**src/rtl/cdb_arbiter.sv**
```systemverilog
// Common data bus arbiter: three per-source result FIFOs drained round-robin,
// one winner per cycle registered onto its register-status port and the CDB.

module cdb_arbiter_chk (
  input  logic       clk,
  input  logic       rst,
  input  logic [2:0] push,
  input  logic [2:0] full,
  input  logic [2:0] en_w,
  input  logic       cdb_valid,
  input  logic [1:0] cdb_tag
);

  // Structural invariants: no write into a full FIFO, single granted port, legal tag.
  always @(posedge clk) begin
    if (rst) begin
      assert ((push & full) == 3'b000);
      assert ((en_w & (en_w - 3'b001)) == 3'b000);
      assert (cdb_valid == (en_w != 3'b000));
      assert (!cdb_valid || (cdb_tag != 2'd0));
    end
  end

endmodule

module cdb_arbiter #(
  parameter int DEPTH = 2
) (
  input  logic        clk,
  input  logic        rst,
  input  logic        rdy,
  input  logic        src0_valid,
  input  logic [4:0]  src0_addr,
  input  logic [31:0] src0_data,
  output logic        src0_ready,
  input  logic        src1_valid,
  input  logic [4:0]  src1_addr,
  input  logic [31:0] src1_data,
  output logic        src1_ready,
  input  logic        src2_valid,
  input  logic [4:0]  src2_addr,
  input  logic [31:0] src2_data,
  output logic        src2_ready,
  output logic        en_w0,
  output logic        en_w1,
  output logic        en_w2,
  output logic [4:0]  reg_write_addr0,
  output logic [4:0]  reg_write_addr1,
  output logic [4:0]  reg_write_addr2,
  output logic [31:0] write_data0,
  output logic [31:0] write_data1,
  output logic [31:0] write_data2,
  output logic        cdb_valid,
  output logic [1:0]  cdb_tag,
  output logic [4:0]  cdb_addr,
  output logic [31:0] cdb_data
);

  localparam int PW = (DEPTH > 1) ? $clog2(DEPTH) : 1;
  localparam int CW = $clog2(DEPTH + 1);
  localparam logic [CW-1:0] FULL_CNT = CW'(DEPTH);
  localparam logic [PW-1:0] LAST_PTR = PW'(DEPTH - 1);

  function automatic logic [PW-1:0] ptr_inc(input logic [PW-1:0] p);
    return (p == LAST_PTR) ? PW'(0) : p + PW'(1);
  endfunction

  logic [2:0]    in_valid;
  logic [4:0]    in_addr [3];
  logic [31:0]   in_data [3];

  logic [4:0]    mem_addr_q [3][DEPTH];
  logic [31:0]   mem_data_q [3][DEPTH];
  logic [CW-1:0] count_q [3];
  logic [CW-1:0] count_d [3];
  logic [PW-1:0] wr_ptr_q [3];
  logic [PW-1:0] wr_ptr_d [3];
  logic [PW-1:0] rd_ptr_q [3];
  logic [PW-1:0] rd_ptr_d [3];
  logic [1:0]    last_grant_q, last_grant_d;

  logic [2:0]    ready, full, nonempty, accept, push, pop;
  logic          grant_vld;
  logic [1:0]    grant_idx;
  logic [4:0]    head_addr;
  logic [31:0]   head_data;

  logic [2:0]    en_w_q, en_w_d;
  logic [4:0]    waddr_q [3];
  logic [4:0]    waddr_d [3];
  logic [31:0]   wdata_q [3];
  logic [31:0]   wdata_d [3];
  logic          cdb_valid_q, cdb_valid_d;
  logic [1:0]    cdb_tag_q, cdb_tag_d;
  logic [4:0]    cdb_addr_q, cdb_addr_d;
  logic [31:0]   cdb_data_q, cdb_data_d;

  assign in_valid = {src2_valid, src1_valid, src0_valid};
  assign in_addr[0] = src0_addr;
  assign in_addr[1] = src1_addr;
  assign in_addr[2] = src2_addr;
  assign in_data[0] = src0_data;
  assign in_data[1] = src1_data;
  assign in_data[2] = src2_data;

  // FIFO status and handshake; zero-address results are accepted but never enqueued.
  always_comb begin
    ready    = 3'b000;
    full     = 3'b000;
    nonempty = 3'b000;
    accept   = 3'b000;
    push     = 3'b000;
    for (int k = 0; k < 3; k++) begin
      ready[k]    = (count_q[k] < FULL_CNT);
      full[k]     = (count_q[k] == FULL_CNT);
      nonempty[k] = (count_q[k] != CW'(0));
      accept[k]   = in_valid[k] && ready[k] && rdy;
      push[k]     = accept[k] && (in_addr[k] != 5'd0);
    end
  end

  // Round-robin search starting one past the last granted source.
  always_comb begin
    grant_vld = 1'b1;
    grant_idx = 2'd0;
    case (last_grant_q)
      2'd0: begin
        if (nonempty[1])      grant_idx = 2'd1;
        else if (nonempty[2]) grant_idx = 2'd2;
        else if (nonempty[0]) grant_idx = 2'd0;
        else                  grant_vld = 1'b0;
      end
      2'd1: begin
        if (nonempty[2])      grant_idx = 2'd2;
        else if (nonempty[0]) grant_idx = 2'd0;
        else if (nonempty[1]) grant_idx = 2'd1;
        else                  grant_vld = 1'b0;
      end
      default: begin
        if (nonempty[0])      grant_idx = 2'd0;
        else if (nonempty[1]) grant_idx = 2'd1;
        else if (nonempty[2]) grant_idx = 2'd2;
        else                  grant_vld = 1'b0;
      end
    endcase
  end

  assign pop       = (rdy && grant_vld) ? (3'b001 << grant_idx) : 3'b000;
  assign head_addr = mem_addr_q[grant_idx][rd_ptr_q[grant_idx]];
  assign head_data = mem_data_q[grant_idx][rd_ptr_q[grant_idx]];

  // Next-state for counts and pointers; a simultaneous push and pop leaves the count unchanged.
  always_comb begin
    count_d      = count_q;
    wr_ptr_d     = wr_ptr_q;
    rd_ptr_d     = rd_ptr_q;
    last_grant_d = last_grant_q;
    for (int k = 0; k < 3; k++) begin
      if (push[k]) wr_ptr_d[k] = ptr_inc(wr_ptr_q[k]);
      else         wr_ptr_d[k] = wr_ptr_q[k];
      if (pop[k])  rd_ptr_d[k] = ptr_inc(rd_ptr_q[k]);
      else         rd_ptr_d[k] = rd_ptr_q[k];
      case ({push[k], pop[k]})
        2'b10:   count_d[k] = count_q[k] + CW'(1);
        2'b01:   count_d[k] = count_q[k] - CW'(1);
        default: count_d[k] = count_q[k];
      endcase
    end
    if (rdy && grant_vld) last_grant_d = grant_idx;
    else                  last_grant_d = last_grant_q;
  end

  // Next-state for the broadcast registers; rdy low holds everything.
  always_comb begin
    en_w_d      = en_w_q;
    waddr_d     = waddr_q;
    wdata_d     = wdata_q;
    cdb_valid_d = cdb_valid_q;
    cdb_tag_d   = cdb_tag_q;
    cdb_addr_d  = cdb_addr_q;
    cdb_data_d  = cdb_data_q;
    if (rdy) begin
      en_w_d      = 3'b000;
      cdb_valid_d = 1'b0;
      cdb_tag_d   = 2'd0;
      cdb_addr_d  = 5'd0;
      cdb_data_d  = 32'd0;
      for (int k = 0; k < 3; k++) begin
        waddr_d[k] = 5'd0;
        wdata_d[k] = 32'd0;
      end
      if (grant_vld) begin
        en_w_d[grant_idx]  = 1'b1;
        waddr_d[grant_idx] = head_addr;
        wdata_d[grant_idx] = head_data;
        cdb_valid_d        = 1'b1;
        cdb_tag_d          = grant_idx + 2'd1;
        cdb_addr_d         = head_addr;
        cdb_data_d         = head_data;
      end else begin
        cdb_valid_d = 1'b0;
      end
    end else begin
      cdb_valid_d = cdb_valid_q;
    end
  end

  // Storage array: written only on push, so it needs no reset.
  always_ff @(posedge clk) begin
    for (int k = 0; k < 3; k++) begin
      if (push[k]) begin
        mem_addr_q[k][wr_ptr_q[k]] <= in_addr[k];
        mem_data_q[k][wr_ptr_q[k]] <= in_data[k];
      end
    end
  end

  // FIFO control state; reset leaves source 0 as the first candidate.
  always_ff @(posedge clk or negedge rst) begin
    if (!rst) begin
      for (int k = 0; k < 3; k++) begin
        count_q[k]  <= CW'(0);
        wr_ptr_q[k] <= PW'(0);
        rd_ptr_q[k] <= PW'(0);
      end
      last_grant_q <= 2'd2;
    end else begin
      count_q      <= count_d;
      wr_ptr_q     <= wr_ptr_d;
      rd_ptr_q     <= rd_ptr_d;
      last_grant_q <= last_grant_d;
    end
  end

  // Registered broadcast outputs.
  always_ff @(posedge clk or negedge rst) begin
    if (!rst) begin
      en_w_q      <= 3'b000;
      cdb_valid_q <= 1'b0;
      cdb_tag_q   <= 2'd0;
      cdb_addr_q  <= 5'd0;
      cdb_data_q  <= 32'd0;
      for (int k = 0; k < 3; k++) begin
        waddr_q[k] <= 5'd0;
        wdata_q[k] <= 32'd0;
      end
    end else begin
      en_w_q      <= en_w_d;
      waddr_q     <= waddr_d;
      wdata_q     <= wdata_d;
      cdb_valid_q <= cdb_valid_d;
      cdb_tag_q   <= cdb_tag_d;
      cdb_addr_q  <= cdb_addr_d;
      cdb_data_q  <= cdb_data_d;
    end
  end

  assign src0_ready      = ready[0];
  assign src1_ready      = ready[1];
  assign src2_ready      = ready[2];
  assign en_w0           = en_w_q[0];
  assign en_w1           = en_w_q[1];
  assign en_w2           = en_w_q[2];
  assign reg_write_addr0 = waddr_q[0];
  assign reg_write_addr1 = waddr_q[1];
  assign reg_write_addr2 = waddr_q[2];
  assign write_data0     = wdata_q[0];
  assign write_data1     = wdata_q[1];
  assign write_data2     = wdata_q[2];
  assign cdb_valid       = cdb_valid_q;
  assign cdb_tag         = cdb_tag_q;
  assign cdb_addr        = cdb_addr_q;
  assign cdb_data        = cdb_data_q;

  cdb_arbiter_chk u_chk (
    .clk       (clk),
    .rst       (rst),
    .push      (push),
    .full      (full),
    .en_w      (en_w_q),
    .cdb_valid (cdb_valid_q),
    .cdb_tag   (cdb_tag_q)
  );

endmodule

```
**config.mk**
```make
export PLATFORM = sky130hd
export DESIGN_NAME = cdb_arbiter
export DESIGN_NICKNAME = d
export VERILOG_FILES = /design/src/rtl/cdb_arbiter.sv
export SDC_FILE = /design/constraint.sdc
export NUM_CORES = 1
export LEC_CHECK = 0
export CORE_AREA = 2 2 188 190
export CTS_CLUSTER_DIAMETER = 50
export DETAILED_ROUTE_END_ITERATION = 10
export DIE_AREA = 0 0 190 192
export PLACE_DENSITY = 0.73
export REMOVE_ABC_BUFFERS = 1
export SLEW_MARGIN = 20
export SYNTH_ARGS = -nofsm -noshare
export SYNTH_HDL_FRONTEND = slang
export SYNTH_SLANG_ARGS = --single-unit
```
**constraint.sdc**
```tcl
create_clock -name clk -period 2.6 [get_ports clk]
set_input_delay 0.52 -clock clk [delete_from_list [all_inputs] [get_ports clk]]
set_output_delay 0.52 -clock clk [all_outputs]
set_load 0.01 [all_outputs]
```
==> impl_results.md <==
* Cell variety after synth at 53
* Worst path cell trace: or2_4 > a311oi_2 > o211a_2 > buf_4 > o21ai_0 > a32o_1
* Syn. warnings at 0
* Largest net degree at the start of global routing at 58
* Clock tree buffer depth at 3
* Main flop type after synthesis: edfxtp_1
* Hpwl dp at 33.20 mm
* Total power at 0.02913 W
* CTS tree: done
* Total length of routed wires at 49.95 mm
* RePlAce Congestion at 0.8428
* Final Cycle Share at 95.17%
* Sequential cell area fraction in the yosys report at 66.23%
* Drt first pass iters at 5
* Worst-path clk slew at 0.06 ns
* Syn_area_per_cell at 13.41 sq um
* Grt total ovfl at 0
* EDFF count, synth at 222
* Slew Viols, Final at 0
* WL/cell at 25.10 um
* Area delta synth->final at 31.81%
* PortBufs at 273
* Crit-path max FO at 29
* Reg2reg setup slack at 0.13 ns
* Final setup viols at 0
* Crit Path Category: reg2reg
* Element type at the critical path end: flip-flop
* Synth Register Bits at 390
* Status: completed
* Via density at 6.208
* Synthesized instance count at 1224
* Drt initial violations at 1162
* Die Height at 192 um
* Maximum clock rate at 0.4041 GHz
* Final hold vios at 0
* RSZ-0062 raised after global routing: no
* Max-cap viol count at 0
* Core area at 34290 sq um
* Maximum VDD drop at 958.3 uV
* Die area at 36480 sq um
* Synth Cell Area at 16410 sq um
* Hold WS at 0.4799 ns
* Leak Pwr at 8.016 nW
* DIE WIDTH at 190 um
* Startpoint Class: flip-flop
* Initial antenna violation count at 7
* First-pass GRT wire length at 75.12 mm
* CTS root buf: clkbuf_16
* Num ports at 274
* Std cell rows at 68
* Crit-path max cell delay at 0.49 ns
* Worst-Skew Late Latency at 0.54 ns
* Final worst path period need at 2.475 ns
* CP max-delay cell: dfrtp_1
* Data arrival time of the critical path at 2.89 ns
* Share of layout cells above drive strength 1 at 10.71%
* Via count at 12.35k
* Total track usage at 27.22%
* CTS sink cnt at 390
* HP Class: reg2reg
* ANT nets after route at 0
* Fraction of registers with async set/reset at 43.08%
* CP top delay family: compound AO/OA/AOI/OAI gates
* Buf+Inv Stages, Crit Path at 1
* CTS Buf Count at 43
* PD cells at 1347 nW/um^2
* Initial Util at 47.87%
* Final nets at 1618
* Drt drc at 0
* Slew Limit Headroom at 51.65%
* Htree depth at 2
* Number of global-route vias before repair at 12.78k
* Final Skew at 0.01794 ns
* Req. time, crit path at 3.01 ns
* Worst slew pin tran at 0.7235 ns
==> synthesized netlist by cell type, drive strengths merged (4+ instances only) <==
master | number | area, sq um
buf | 41 | 249.0
a211o | 14 | 122.6
or2 | 4 | 27.54
clkbuf | 76 | 286.5
a221oi | 13 | 113.9
o31ai | 5 | 51.30
inv | 12 | 45.04
nand4 | 20 | 125.1
dfrtp | 167 | 4179
mux2i | 33 | 330.3
a31oi | 20 | 125.1
o2111ai | 4 | 35.03
a211oi | 72 | 545.5
a32o | 33 | 330.3
edfxtp | 222 | 6666
a221o | 20 | 200.2
o21ai | 40 | 200.2
a32oi | 4 | 35.03
o2bb2ai | 79 | 691.9
and2 | 17 | 106.4
nor4 | 47 | 294.0
o2111a | 33 | 371.6
o221ai | 8 | 70.07
and3 | 37 | 231.5
nand2 | 81 | 304.0
xnor2 | 12 | 105.1
nor2 | 78 | 295.3
a21oi | 10 | 50.05
==> path summary, 6_finish.rpt <==
kind,start,end,cells past startpoint
max,count_q[4],write_data0[3],6
min,write_data2[18],write_data2[18],1
max reg2reg,count_q[4],write_data0[3],6
min reg2reg,write_data2[18],write_data2[18],1
max in group asynchronous,rst,en_w_q[0],3
min in group asynchronous,rst,write_data0[15],2
==> report_power, final <==
part           internal (W)  leakage, nW  switching, W
Clock               0.00369        0.698       0.00244
Combinational       0.00597         3.14       0.00806
Sequential          0.00801         4.18      0.000972
==> area by class of cell <==
| cell class | instances | area (sq um) |
|---|---|---|
| timing repair buffer | 346 | 3602 |
| clock buffer | 60 | 1222 |
| multi-input combinational | 705 | 5114 |
| sequential | 390 | 10870 |
| clock inverter | 18 | 198.9 |
| fill | 2520 | 12650 |
| inverter | 12 | 47.55 |
| tap | 455 | 569.3 |
| antenna | 4 | 10.01 |
==> layer usage <==
| metal | wire length (um) | vias up | global-route usage, % | share of wire, % |
|---|---|---|---|---|
| met5 | 47 | - | 0 | 0.094 |
| met4 | 2051 | 6 | 12.61 | 4.1 |
| met3 | 4326 | 138 | 5.226 | 8.7 |
| met2 | 23560 | 627 | 43.37 | 47 |
| met1 | 19970 | 6163 | 36.31 | 40 |
| li1 | - | 5420 | - | - |
==> flip-flops by register name (all words and copies together) (netlist names), 5 cells and up <==
signal           count
cdb_addr             5
cdb_data            32
count_q              6
mem_addr_q          30
mem_data_q         192
reg_write_addr0      5
reg_write_addr1      5
reg_write_addr2      5
write_data0         32
write_data1         32
write_data2         32
==> cell families (layout without fill, tap and decap cells) <==
group,after synthesis,after routing,share of synthesized area [%]
adders and majority gates,3,3,0.2287
buffers and inverters,129,436,3.537
DFF,390,390,66.23
other,0,4,0
and+or+nand+nor,290,290,8.690
xor gates and xnor gates,12,12,0.6403
AOI/OAI and AO/OA,366,366,18.59
muxes,34,34,2.081
==> cell usage in the layout, fill, tap and decap left out, types with 5 or more instances in the layout <==
| cell | netlist | layout |
|---|---|---|
| a211o_1 | 14 | 13 |
| a211oi_1 | 71 | 70 |
| a21oi_1 | 10 | 8 |
| a221o_1 | 20 | 20 |
| a221oi_1 | 13 | 13 |
| a31oi_1 | 20 | 20 |
| a32o_1 | 33 | 33 |
| and2_1 | 17 | 17 |
| and3_1 | 37 | 37 |
| buf_12 | 0 | 23 |
| buf_4 | 10 | 46 |
| clkbuf_1 | 75 | 11 |
| clkbuf_16 | 0 | 45 |
| clkbuf_8 | 0 | 5 |
| clkdlybuf4s50_1 | 0 | 272 |
| clkinv_1 | 0 | 5 |
| clkinv_2 | 0 | 5 |
| dfrtp_1 | 167 | 167 |
| edfxtp_1 | 222 | 222 |
| inv_1 | 11 | 11 |
| mux2i_1 | 33 | 33 |
| nand2_1 | 81 | 78 |
| nand4_1 | 20 | 20 |
| nor2_1 | 77 | 70 |
| nor2_4 | 0 | 7 |
| nor4_1 | 47 | 47 |
| o2111a_1 | 33 | 33 |
| o21ai_0 | 39 | 39 |
| o221ai_1 | 8 | 8 |
| o2bb2ai_1 | 79 | 79 |
| xnor2_1 | 12 | 12 |
==> what timing repair did <==
action / 4_1_cts / 5_1_grt
buffers inserted: 0 / 0
resized for setup: 0 / 4
hold endpoints to repair: 0 / 2
setup endpoints to repair: 0 / 14
hold buffers: 0 / 1
==> per-stage QoR <==
stage / std cells / TNS, ns / cell area [sq um] / util, % / worst slack [ns]
6_report: 1990 / 0 / 21640 / 63.10 / 0.1255
5_1_grt: 1990 / 0 / 21640 / 63.10 / 0.01892
4_1_cts: 1985 / 0 / 21600 / 62.99 / 0.09626
3_5_place_dp: 1907 / -0.3211 / 20180 / 58.85 / -0.01963
3_3_place_gp: 1905 / -17.33 / 20130 / 58.71 / -0.2407
2_1_floorplan: 1107 / -438.99 / 15880 / - / -3.852
==> worst reg2reg max path: cells and delay by family, from the launching register on <==
| family | cells | cell delay [ns] |
|---|---|---|
| AOI/OAI and AO/OA | 4 | 1.20 |
| DFF | 1 | 0.49 |
| buffers and inverters | 1 | 0.34 |
| and+or+nand+nor | 1 | 0.33 |
No activity file was read; power rests on OpenSTA's default activity.
==> patch, RTL diff (config.mk and constraints unchanged) <==
The parameter `DEPTH` goes from 2 to 4.
--- a/src/rtl/cdb_arbiter.sv
+++ b/src/rtl/cdb_arbiter.sv
@@ -24,7 +24,7 @@
 endmodule
 
 module cdb_arbiter #(
-  parameter int DEPTH = 2
+  parameter int DEPTH = 4
 ) (
   input  logic        clk,
   input  logic        rst,
Formal check against the unedited RTL: not equivalent (Yosys sat finds a counterexample within 4 cycles, from zero or initial values and one cycle with rst low).
==> patch against the original RTL <==
The run now fails in global routing (5_1_grt); area after synthesis increased by 48%.
==> patch: results (changes against the original RTL) <==
asr flop ratio synth 0.2850 (was 0.4308); clock root cell clkbuf_16 (unchanged); worst endpoint type register input; sequential area share after synthesis 0.7308 (was 0.6623); HPWL reported at the end of detailed placement 45.64 mm (was 33.20 mm); stopping stage global routing (5_1_grt); total gr overflow 803; PortBufs 273 (unchanged); EDFF count, synth 444 (was 222); Area after DPL 0.02885 mm^2 (was 0.02018 mm^2); largest net degree at the start of global routing 97; post-synthesis cell type count 45 (was 53); synth warn 0 (unchanged); Final Wtd Congestion 0.8542 (was 0.8428); clock buffer depth 3 (unchanged); H-tree depth 2 (unchanged); total CTS buffers 57 (was 43); Tool Error [ERROR GRT-0232] Routing congestion too high. Check the congestion heatmap in the GUI.; GR Util All Layers 0.9383; status stopped before the end (was finished clean); Synth Register Bits 621 (was 390); Post-synth top cells 444 x edfxtp_1, 176 x dfrtp_1, 149 x nand2b_1, 149 x o22ai_1, 148 x o221ai_1 (was 222 x edfxtp_1, 167 x dfrtp_1, 81 x nand2_1); worst endpoint after global-route timing repair reg_write_addr2[1]$_DFFE_PN0P_/D; largest cells by area after synthesis edfxtp_1 55%, dfrtp_1 18%, o221ai_1 5.3% (was edfxtp_1 41%, dfrtp_1 25%, o2bb2ai_1 4.2%); synthesized cell area 0.02431 mm^2 (was 0.01641 mm^2)
[patch: cell types whose count changed after synthesis, moves of 37 or more]
| cell | before | now |
|---|---|---|
| edfxtp_1 | 222 | 444 |
| o22ai_1 | 0 | 149 |
| nand2b_1 | 2 | 149 |
| o221ai_1 | 8 | 148 |
| o2bb2ai_1 | 79 | 0 |
| or3_1 | 0 | 78 |
| nor2_1 | 77 | 5 |
| a211oi_1 | 71 | 0 |
| o311ai_1 | 0 | 71 |
| nand2_1 | 81 | 24 |
| nor4_1 | 47 | 1 |
| mux2i_1 | 33 | 76 |
| and3_1 | 37 | 0 |
[patch: what timing repair did]
action	4_1_cts
pin swaps	18
gates resized for setup	189
hold endpoints to repair	46
setup endpoints to repair	151
hold buffers	1
cloned	3
buffers inserted	8
[patch: logic make-up after synthesis]
kind of cell	synth area share
AO/OA/AOI/OAI	0.1279
AND/OR/NAND/NOR	0.06995
buffers and inverters	0.02460
flip-flops	0.7308
adder cells (fa/ha/maj)	0.01174
XOR/XNOR	0.003243
multiplexers	0.03176
[patch: layer usage]
layer,track usage,GRT overflow
met1,0.9046,49
met2,1.030,379
met3,0.8635,53
met4,1.000,314
met5,0.6690,8
[patch: per-stage QoR]
stage | worst slack (ps) | instances
after floorplan | -8917 | 1446
after global placement | -382.7 | 2308
after detailed placement | -420.2 | 2308
after CTS | -92.38 | 2428
